File: config.mk
export PLATFORM = sky130hd
export DESIGN_NAME = jtag_chain_hub_flat
export DESIGN_NICKNAME = d
export VERILOG_FILES = /design/src/rtl/jtag_chain_hub_if.sv /design/src/rtl/jtag_chain_hub.sv /design/src/flat_wrapper.sv
export SDC_FILE = /design/constraint.sdc
export NUM_CORES = 1
export LEC_CHECK = 0
export ABC_AREA = 1
export BUFFER_PORTS_ARGS = -buffer_cell sky130_fd_sc_hd__buf_2
export CAP_MARGIN = 40
export CORE_AREA = 4 4 74 76
export DETAILED_ROUTE_END_ITERATION = 12
export DIE_AREA = 0 0 78 80
export PLACE_DENSITY = 0.76
export SKIP_CTS_REPAIR_TIMING = 1
export SYNTH_ARGS = -nofsm -noshare
export SYNTH_HDL_FRONTEND = slang
export SYNTH_SLANG_ARGS = --single-unit
File: constraint.sdc
create_clock -name JTCK -period 1.6 [get_ports JTCK]
set_input_delay 0.16 -clock JTCK [delete_from_list [all_inputs] [get_ports JTCK]]
set_output_delay 0.16 -clock JTCK [all_outputs]
set_load 0.005 [all_outputs]
File: src/rtl/jtag_chain_hub_if.sv
// Signal bundle between the JTAGG user-register side (master) and jtag_chain_hub (slave).
// Clock and reset stay outside the bundle as plain ports of the hub.
interface jtag_chain_hub_if #(
    parameter int NUM_CHAINS = 2,
    parameter int DR_WIDTH   = 9
);
    logic                           JTDI;
    logic                           JSHIFT;
    logic                           JUPDATE;
    logic [NUM_CHAINS-1:0]          JCE;
    logic [NUM_CHAINS-1:0]          JRTI;
    logic [NUM_CHAINS*DR_WIDTH-1:0] CAP_IN;
    logic [NUM_CHAINS-1:0]          JTDO;
    logic [NUM_CHAINS*DR_WIDTH-1:0] DR_OUT;
    logic [NUM_CHAINS-1:0]          UPDATE_STB;
    logic [NUM_CHAINS-1:0]          RTI_STB;
    logic [NUM_CHAINS-1:0]          LEN_ERR;

    modport master (
        output JTDI, JSHIFT, JUPDATE, JCE, JRTI, CAP_IN,
        input  JTDO, DR_OUT, UPDATE_STB, RTI_STB, LEN_ERR
    );

    modport slave (
        input  JTDI, JSHIFT, JUPDATE, JCE, JRTI, CAP_IN,
        output JTDO, DR_OUT, UPDATE_STB, RTI_STB, LEN_ERR
    );
endinterface

File: src/rtl/jtag_chain_hub.sv
// NUM_CHAINS user data registers behind JTAGG with capture, LSB-first shift and length-checked update.
// Define JTAG_CHAIN_HUB_CAPTURE_EN to capture CAP_IN instead of reading back the committed DR_OUT.
module jtag_chain_hub #(
    parameter int                    NUM_CHAINS  = 2,
    parameter int                    DR_WIDTH    = 9,
    parameter logic [DR_WIDTH-1:0]   RESET_VALUE = '0
) (
    input  logic               JTCK,
    input  logic               JRST,
    jtag_chain_hub_if.slave    bus
);
    localparam int SEL_W = (NUM_CHAINS > 1) ? $clog2(NUM_CHAINS) : 1;
    localparam int CNT_W = $clog2(DR_WIDTH + 2);
    localparam logic [CNT_W-1:0] CNT_FULL = CNT_W'(DR_WIDTH);
    localparam logic [CNT_W-1:0] CNT_SAT  = CNT_W'(DR_WIDTH + 1);

    typedef enum logic [1:0] {
        ST_IDLE,
        ST_CAPTURE,
        ST_SHIFT,
        ST_WAIT_UPD
    } state_t;

    state_t                  state_q, state_d;
    logic [SEL_W-1:0]        sel_q, sel_d;
    logic [CNT_W-1:0]        cnt_q, cnt_d;
    logic [DR_WIDTH-1:0]     sr_q [NUM_CHAINS];
    logic [DR_WIDTH-1:0]     dr_q [NUM_CHAINS];
    logic [NUM_CHAINS-1:0]   upd_stb_q;
    logic [NUM_CHAINS-1:0]   len_err_q;
    logic [NUM_CHAINS-1:0]   jrti_q;
    logic [NUM_CHAINS-1:0]   rti_stb_q;
    logic                    load_en;
    logic                    shift_en;
    logic                    commit;
    logic                    len_fail;
    logic [DR_WIDTH-1:0]     cap_val;

    // Lowest set JCE bit wins when several chains are enabled at once.
    function automatic logic [SEL_W-1:0] lowest_index(input logic [NUM_CHAINS-1:0] ce);
        lowest_index = '0;
        for (int i = NUM_CHAINS - 1; i >= 0; i--) begin
            if (ce[i]) lowest_index = SEL_W'(i);
        end
    endfunction

    always_comb begin
        state_d  = state_q;
        sel_d    = sel_q;
        cnt_d    = cnt_q;
        load_en  = 1'b0;
        shift_en = 1'b0;
        commit   = 1'b0;
        len_fail = 1'b0;
        unique case (state_q)
            ST_IDLE: begin
                if (|bus.JCE) begin
                    sel_d   = lowest_index(bus.JCE);
                    cnt_d   = '0;
                    load_en = !bus.JSHIFT;
                    state_d = ST_CAPTURE;
                end
            end
            ST_CAPTURE, ST_SHIFT: begin
                if (bus.JCE[sel_q] && bus.JSHIFT) begin
                    shift_en = 1'b1;
                    cnt_d    = (cnt_q == CNT_SAT) ? cnt_q : cnt_q + 1'b1;
                    state_d  = ST_SHIFT;
                end else if (!bus.JCE[sel_q] || state_q == ST_SHIFT) begin
                    state_d = ST_WAIT_UPD;
                end
            end
            ST_WAIT_UPD: begin
                if (bus.JUPDATE) begin
                    state_d  = ST_IDLE;
                    commit   = (cnt_q == CNT_FULL);
                    len_fail = (cnt_q != CNT_FULL);
                end
            end
            default: state_d = ST_IDLE;
        endcase
    end

`ifdef JTAG_CHAIN_HUB_CAPTURE_EN
    assign cap_val = bus.CAP_IN[sel_d*DR_WIDTH +: DR_WIDTH];
`else
    logic unused_cap_in;
    assign unused_cap_in = ^bus.CAP_IN;
    assign cap_val       = dr_q[sel_d];
`endif

    always_ff @(posedge JTCK or posedge JRST) begin
        if (JRST) begin
            state_q   <= ST_IDLE;
            sel_q     <= '0;
            cnt_q     <= '0;
            upd_stb_q <= '0;
            len_err_q <= '0;
            jrti_q    <= '0;
            rti_stb_q <= '0;
            for (int i = 0; i < NUM_CHAINS; i++) begin
                sr_q[i] <= '0;
                dr_q[i] <= RESET_VALUE;
            end
        end else begin
            state_q   <= state_d;
            sel_q     <= sel_d;
            cnt_q     <= cnt_d;
            jrti_q    <= bus.JRTI;
            rti_stb_q <= bus.JRTI & ~jrti_q;
            upd_stb_q <= '0;
            if (load_en) sr_q[sel_d] <= cap_val;
            if (shift_en) sr_q[sel_q] <= {bus.JTDI, sr_q[sel_q][DR_WIDTH-1:1]};
            if (commit) begin
                dr_q[sel_q]      <= sr_q[sel_q];
                upd_stb_q[sel_q] <= 1'b1;
                len_err_q[sel_q] <= 1'b0;
            end
            if (len_fail) len_err_q[sel_q] <= 1'b1;
        end
    end

    for (genvar g = 0; g < NUM_CHAINS; g++) begin : g_chain
        assign bus.JTDO[g]                         = sr_q[g][0];
        assign bus.DR_OUT[g*DR_WIDTH +: DR_WIDTH] = dr_q[g];
    end

    assign bus.UPDATE_STB = upd_stb_q;
    assign bus.RTI_STB    = rti_stb_q;
    assign bus.LEN_ERR    = len_err_q;
endmodule

File: src/flat_wrapper.sv
// flat-port wrapper written by rule: the top's interface ports become plain ports
module jtag_chain_hub_flat 
#(
    parameter int                    NUM_CHAINS  = 2,
    parameter int                    DR_WIDTH    = 9,
    parameter logic [DR_WIDTH-1:0]   RESET_VALUE = '0
)
  (JTCK, JRST, bus_JTDI, bus_JSHIFT, bus_JUPDATE, bus_JCE, bus_JRTI, bus_CAP_IN, bus_JTDO, bus_DR_OUT, bus_UPDATE_STB, bus_RTI_STB, bus_LEN_ERR);
  jtag_chain_hub_if #(.NUM_CHAINS(NUM_CHAINS), .DR_WIDTH(DR_WIDTH)) bus_i ();
  input  logic JTCK;
  input  logic JRST;
  input wire logic [$bits(bus_i.JTDI)-1:0] bus_JTDI;
  input wire logic [$bits(bus_i.JSHIFT)-1:0] bus_JSHIFT;
  input wire logic [$bits(bus_i.JUPDATE)-1:0] bus_JUPDATE;
  input wire logic [$bits(bus_i.JCE)-1:0] bus_JCE;
  input wire logic [$bits(bus_i.JRTI)-1:0] bus_JRTI;
  input wire logic [$bits(bus_i.CAP_IN)-1:0] bus_CAP_IN;
  output wire logic [$bits(bus_i.JTDO)-1:0] bus_JTDO;
  output wire logic [$bits(bus_i.DR_OUT)-1:0] bus_DR_OUT;
  output wire logic [$bits(bus_i.UPDATE_STB)-1:0] bus_UPDATE_STB;
  output wire logic [$bits(bus_i.RTI_STB)-1:0] bus_RTI_STB;
  output wire logic [$bits(bus_i.LEN_ERR)-1:0] bus_LEN_ERR;
  assign bus_i.JTDI = bus_JTDI;
  assign bus_i.JSHIFT = bus_JSHIFT;
  assign bus_i.JUPDATE = bus_JUPDATE;
  assign bus_i.JCE = bus_JCE;
  assign bus_i.JRTI = bus_JRTI;
  assign bus_i.CAP_IN = bus_CAP_IN;
  assign bus_JTDO = bus_i.JTDO;
  assign bus_DR_OUT = bus_i.DR_OUT;
  assign bus_UPDATE_STB = bus_i.UPDATE_STB;
  assign bus_RTI_STB = bus_i.RTI_STB;
  assign bus_LEN_ERR = bus_i.LEN_ERR;
  jtag_chain_hub #(.NUM_CHAINS(NUM_CHAINS), .DR_WIDTH(DR_WIDTH), .RESET_VALUE(RESET_VALUE)) u_core (.JTCK(JTCK), .JRST(JRST), .bus(bus_i));
endmodule
==> results.py <==
metrics = {
    "outcome": {
        "outcome": "finished clean",
    },
    "power": {
        "vdd.ir_drop.worst_v": 0.001117,
        "leakage_nw": 1.614,
        "p_per_area_nw_per_um2": 1553,
    },
    "setup_path": {
        "crit_path_frequent_cell": "nand2_1",
        "slowest_delay_ns": 0.39,
        "path_type_of_the_worst_setup_path": "reg -> reg",
        "critical-path-slowest-cell": "dfrtp_1",
        "timing.critical_path.from_type": "flop",
        "crit_required_ns": 1.80,
        "critPathMaxFanout": 10,
        "critical_path.cell_chain": "inv_1 > ha_4 > nand2_1 > nand2_1 > nand2_4 > buf_12 > nand2_4 > nand2_1 > nand3_1 > nand2_1",
        "cp.arrival_ns": 1.69,
        "critPathCaptureType": "flop",
    },
    "clocking": {
        "number_of_buffers_created_by_cts": 5,
        "tritoncts": "built",
        "number_of_sinks_on_the_clock_net": 51,
        "htreeDepth": 2,
        "clock-root-buffer": "clkbuf_8",
        "clk_latency_ns": 0.31,
        "clk_pin_slew_ns": 0.10,
        "clock_path_buffers": 2,
    },
    "yosys": {
        "synth-adder-area-share_pct": 3.002,
        "synth-xor-area-share_pct": 0,
        "simple_gate_fraction_of_synth_area_pct": 29.81,
        "post_synth_instance_area_um2": 2501,
        "postSynthAreaPerCell_um2": 7.915,
        "synth_warnings": 0,
        "synth_seq_area_share_pct": 51.03,
        "dominantRegCellSynth": "dfrtp_1",
        "ys_types": 23,
        "synth_fp_nets": 349,
        "synthArstFlopShare_pct": 100.0,
        "main_combinational_cell_family_by_area_after_synthesis": "simple AND/OR/NAND/NOR gates",
        "synth_area_in_compound_gates_pct": 4.702,
        "synth_edf_count": 0,
        "synth_mux_area_share_pct": 0,
        "yosys_register_bits": 51,
        "synth_cells": 316,
    },
    "floorplanning": {
        "die_height_um": 80,
        "io-pin-count": 53,
        "die_width_um": 78,
        "fp.dieArea_um2": 6240,
        "rows": 25,
        "initial_utilization_pct": 52.95,
        "core_region_area_um2": 4723,
    },
    "finish": {
        "synthToLayoutAreaGrowth_pct": 20.71,
        "stdcell_area_um2": 3019,
        "nets": 395,
        "share_of_post_route_cells_with_drive_strength_above_1_pct": 20.94,
        "number_of_diodes_added_for_antenna_fixing": 0,
        "final_std_cells_w_o_fill": 430,
    },
    "min_path": {
        "worstHoldPathType": "in -> reg",
    },
    "detailed_routing": {
        "dr_total_vias": 2138,
        "first_pass_detailed_route_iteration_total": 4,
        "routedWlPerCell_um": 12.18,
        "post-route-drc-count": 0,
        "route.final.wire_length_um": 5238,
        "drt.antenna.violating_nets": 0,
        "vias_per_cell": 4.972,
        "drt-initial-drc-count": 121,
    },
    "timing": {
        "final-setup-viol-count": 0,
        "worst_pin_slew_ns": 0.2773,
        "unrepaired_setup_endpoints_after_global_routing": "yes",
        "timing_max_transition_violations_final": 0,
        "final_period_minus_worst_setup_slack_ns": 1.489,
        "fin_crit_sh_pct": 93.04,
        "fin_worst_skew_ns": 0.005097,
        "timing.slew.headroom_pct": 81.47,
        "final_hold_violation_count": 0,
        "max_freq_mhz": 671.7,
    },
    "global_routing": {
        "largest_net_degree_at_the_start_of_global_routing": 41,
        "antenna_found_initial": 0,
        "overflow": 0,
        "global_route_wire_length_before_repair_um": 9066,
        "globalRouteTotalUtil_pct": 18.10,
        "first_global_vias": 2089,
    },
    "placement": {
        "cell_total_after_placement": 418,
        "portBuffers": 34,
        "place.detailed.hpwl_um": 3655,
        "gpl_congestion": 0.8225,
        "placedInstanceArea_um2": 2823,
    },
    "run": {
        "maxCapViolCount": 0,
    },
}
registers in the layout (all words and copies together) (netlist names), named ones only:
signal / count
u_core.cnt_q: 4
u_core.jrti_q: 2
u_core.bus.UPDATE_STB: 2
u_core.bus.JTDO: 2
u_core.sr_q: 16
u_core.state_q: 2
u_core.sel_q: 1
u_core.bus.RTI_STB: 2
u_core.bus.DR_OUT: 18
synthesized netlist by cell type (4+ instances only):
| cell | n | area share (%) |
|---|---|---|
| buf_2 | 7 | 1.4 |
| buf_4 | 4 | 1.2 |
| dfrtp_1 | 51 | 51 |
| ha_1 | 6 | 3.0 |
| inv_1 | 49 | 7.4 |
| inv_2 | 6 | 0.90 |
| nand2_1 | 95 | 14 |
| nand3_1 | 53 | 11 |
| nor2_1 | 7 | 1.1 |
| o21ai_0 | 15 | 3.0 |
| o21ai_1 | 4 | 0.80 |
layout by cell type (no fill, tap or decap), types with 2 or more instances in the layout:
cell / netlist / final
nand2_1: 95 / 93
nor2_1: 7 / 7
buf_2: 7 / 34
o21ai_1: 4 / 4
o21ai_0: 15 / 15
nand2_4: 1 / 4
inv_1: 49 / 48
inv_2: 6 / 6
buf_12: 0 / 3
nand4_1: 3 / 3
dfrtp_1: 51 / 51
nand3_1: 53 / 53
clkbuf_8: 0 / 6
a21oi_1: 3 / 3
ha_1: 6 / 5
nand2_2: 3 / 2
dlygate4sd3_1: 0 / 3
buf_4: 4 / 10
nor2_2: 2 / 3
critical path, delay by kind of cell, from the launching register on:
| family | cells | cell delay, ns |
|---|---|---|
| DFF | 1 | 0.39 |
| and+or+nand+nor | 7 | 0.57 |
| adders and majority gates | 1 | 0.15 |
| buffers and inverters | 2 | 0.27 |
area by class of cell:
cell class	count	area (um2)
fillers	409	1704
inverters	55	209.0
well taps	67	83.83
repair buffers	51	346.6
flip-flops and latches	51	1276
multi-input cells	198	982.2
clock inverters	2	38.79
clock buffers	6	82.58
metal layers:
layer	global-route usage (%)	part of all wire, %
met3	4.176	5.6
met4	5.769	1.0
met5	0	0
met1	22.83	44
met2	30.82	49
kinds of logic after synthesis:
family,after synthesis
buffers and inverters,68
and+or+nand+nor,168
adders and majority gates,6
AOI/OAI and AO/OA,23
DFF,51
final timing paths:
| kind | start | endpoint | slack, ns | cells after the start |
|---|---|---|---|---|
| max reg2reg | u_core.state_q[0]$_DFFE_PP0P_ | u_core.sr_q[17]$_DFF_PP0_ | 0.11 | 10 |
| min reg2reg | u_core.jrti_q[0]$_DFF_PP0_ | u_core.bus.RTI_STB[0]$_DFF_PP0_ | 0.39 | 1 |
| max in group asynchronous | JRST | u_core.state_q[0]$_DFFE_PP0P_ | 0.78 | 4 |
| min | bus_JTDI | u_core.sr_q[8]$_DFF_PP0_ | 0.12 | 3 |
| max | u_core.state_q[0]$_DFFE_PP0P_ | u_core.sr_q[17]$_DFF_PP0_ | 0.11 | 10 |
| min in group asynchronous | JRST | u_core.bus.JTDO[1]$_DFF_PP0_ | 0.32 | 3 |
power breakdown:
part | switching [mW] | internal, mW
logic | 1.15 | 0.754
registers | 0.239 | 1.58
clock network | 0.443 | 0.515
through the flow:
step	hold slack (ns)	util [%]	TNS, ns	worst slack (ns)	power (mW)
floorplan	0.1914	-	0	0.1529	3.064
global placement	0.1084	59.76	0	0.09293	3.552
detailed placement	0.1151	59.76	0	0.004635	3.629
CTS	-0.2226	62.33	-0.003677	-0.003677	4.589
global route	0.1306	63.92	-0.03277	-0.01919	5.059
finish	0.1165	63.92	0	0.1113	4.688
Note: power is estimated with default switching activity, not from simulation.
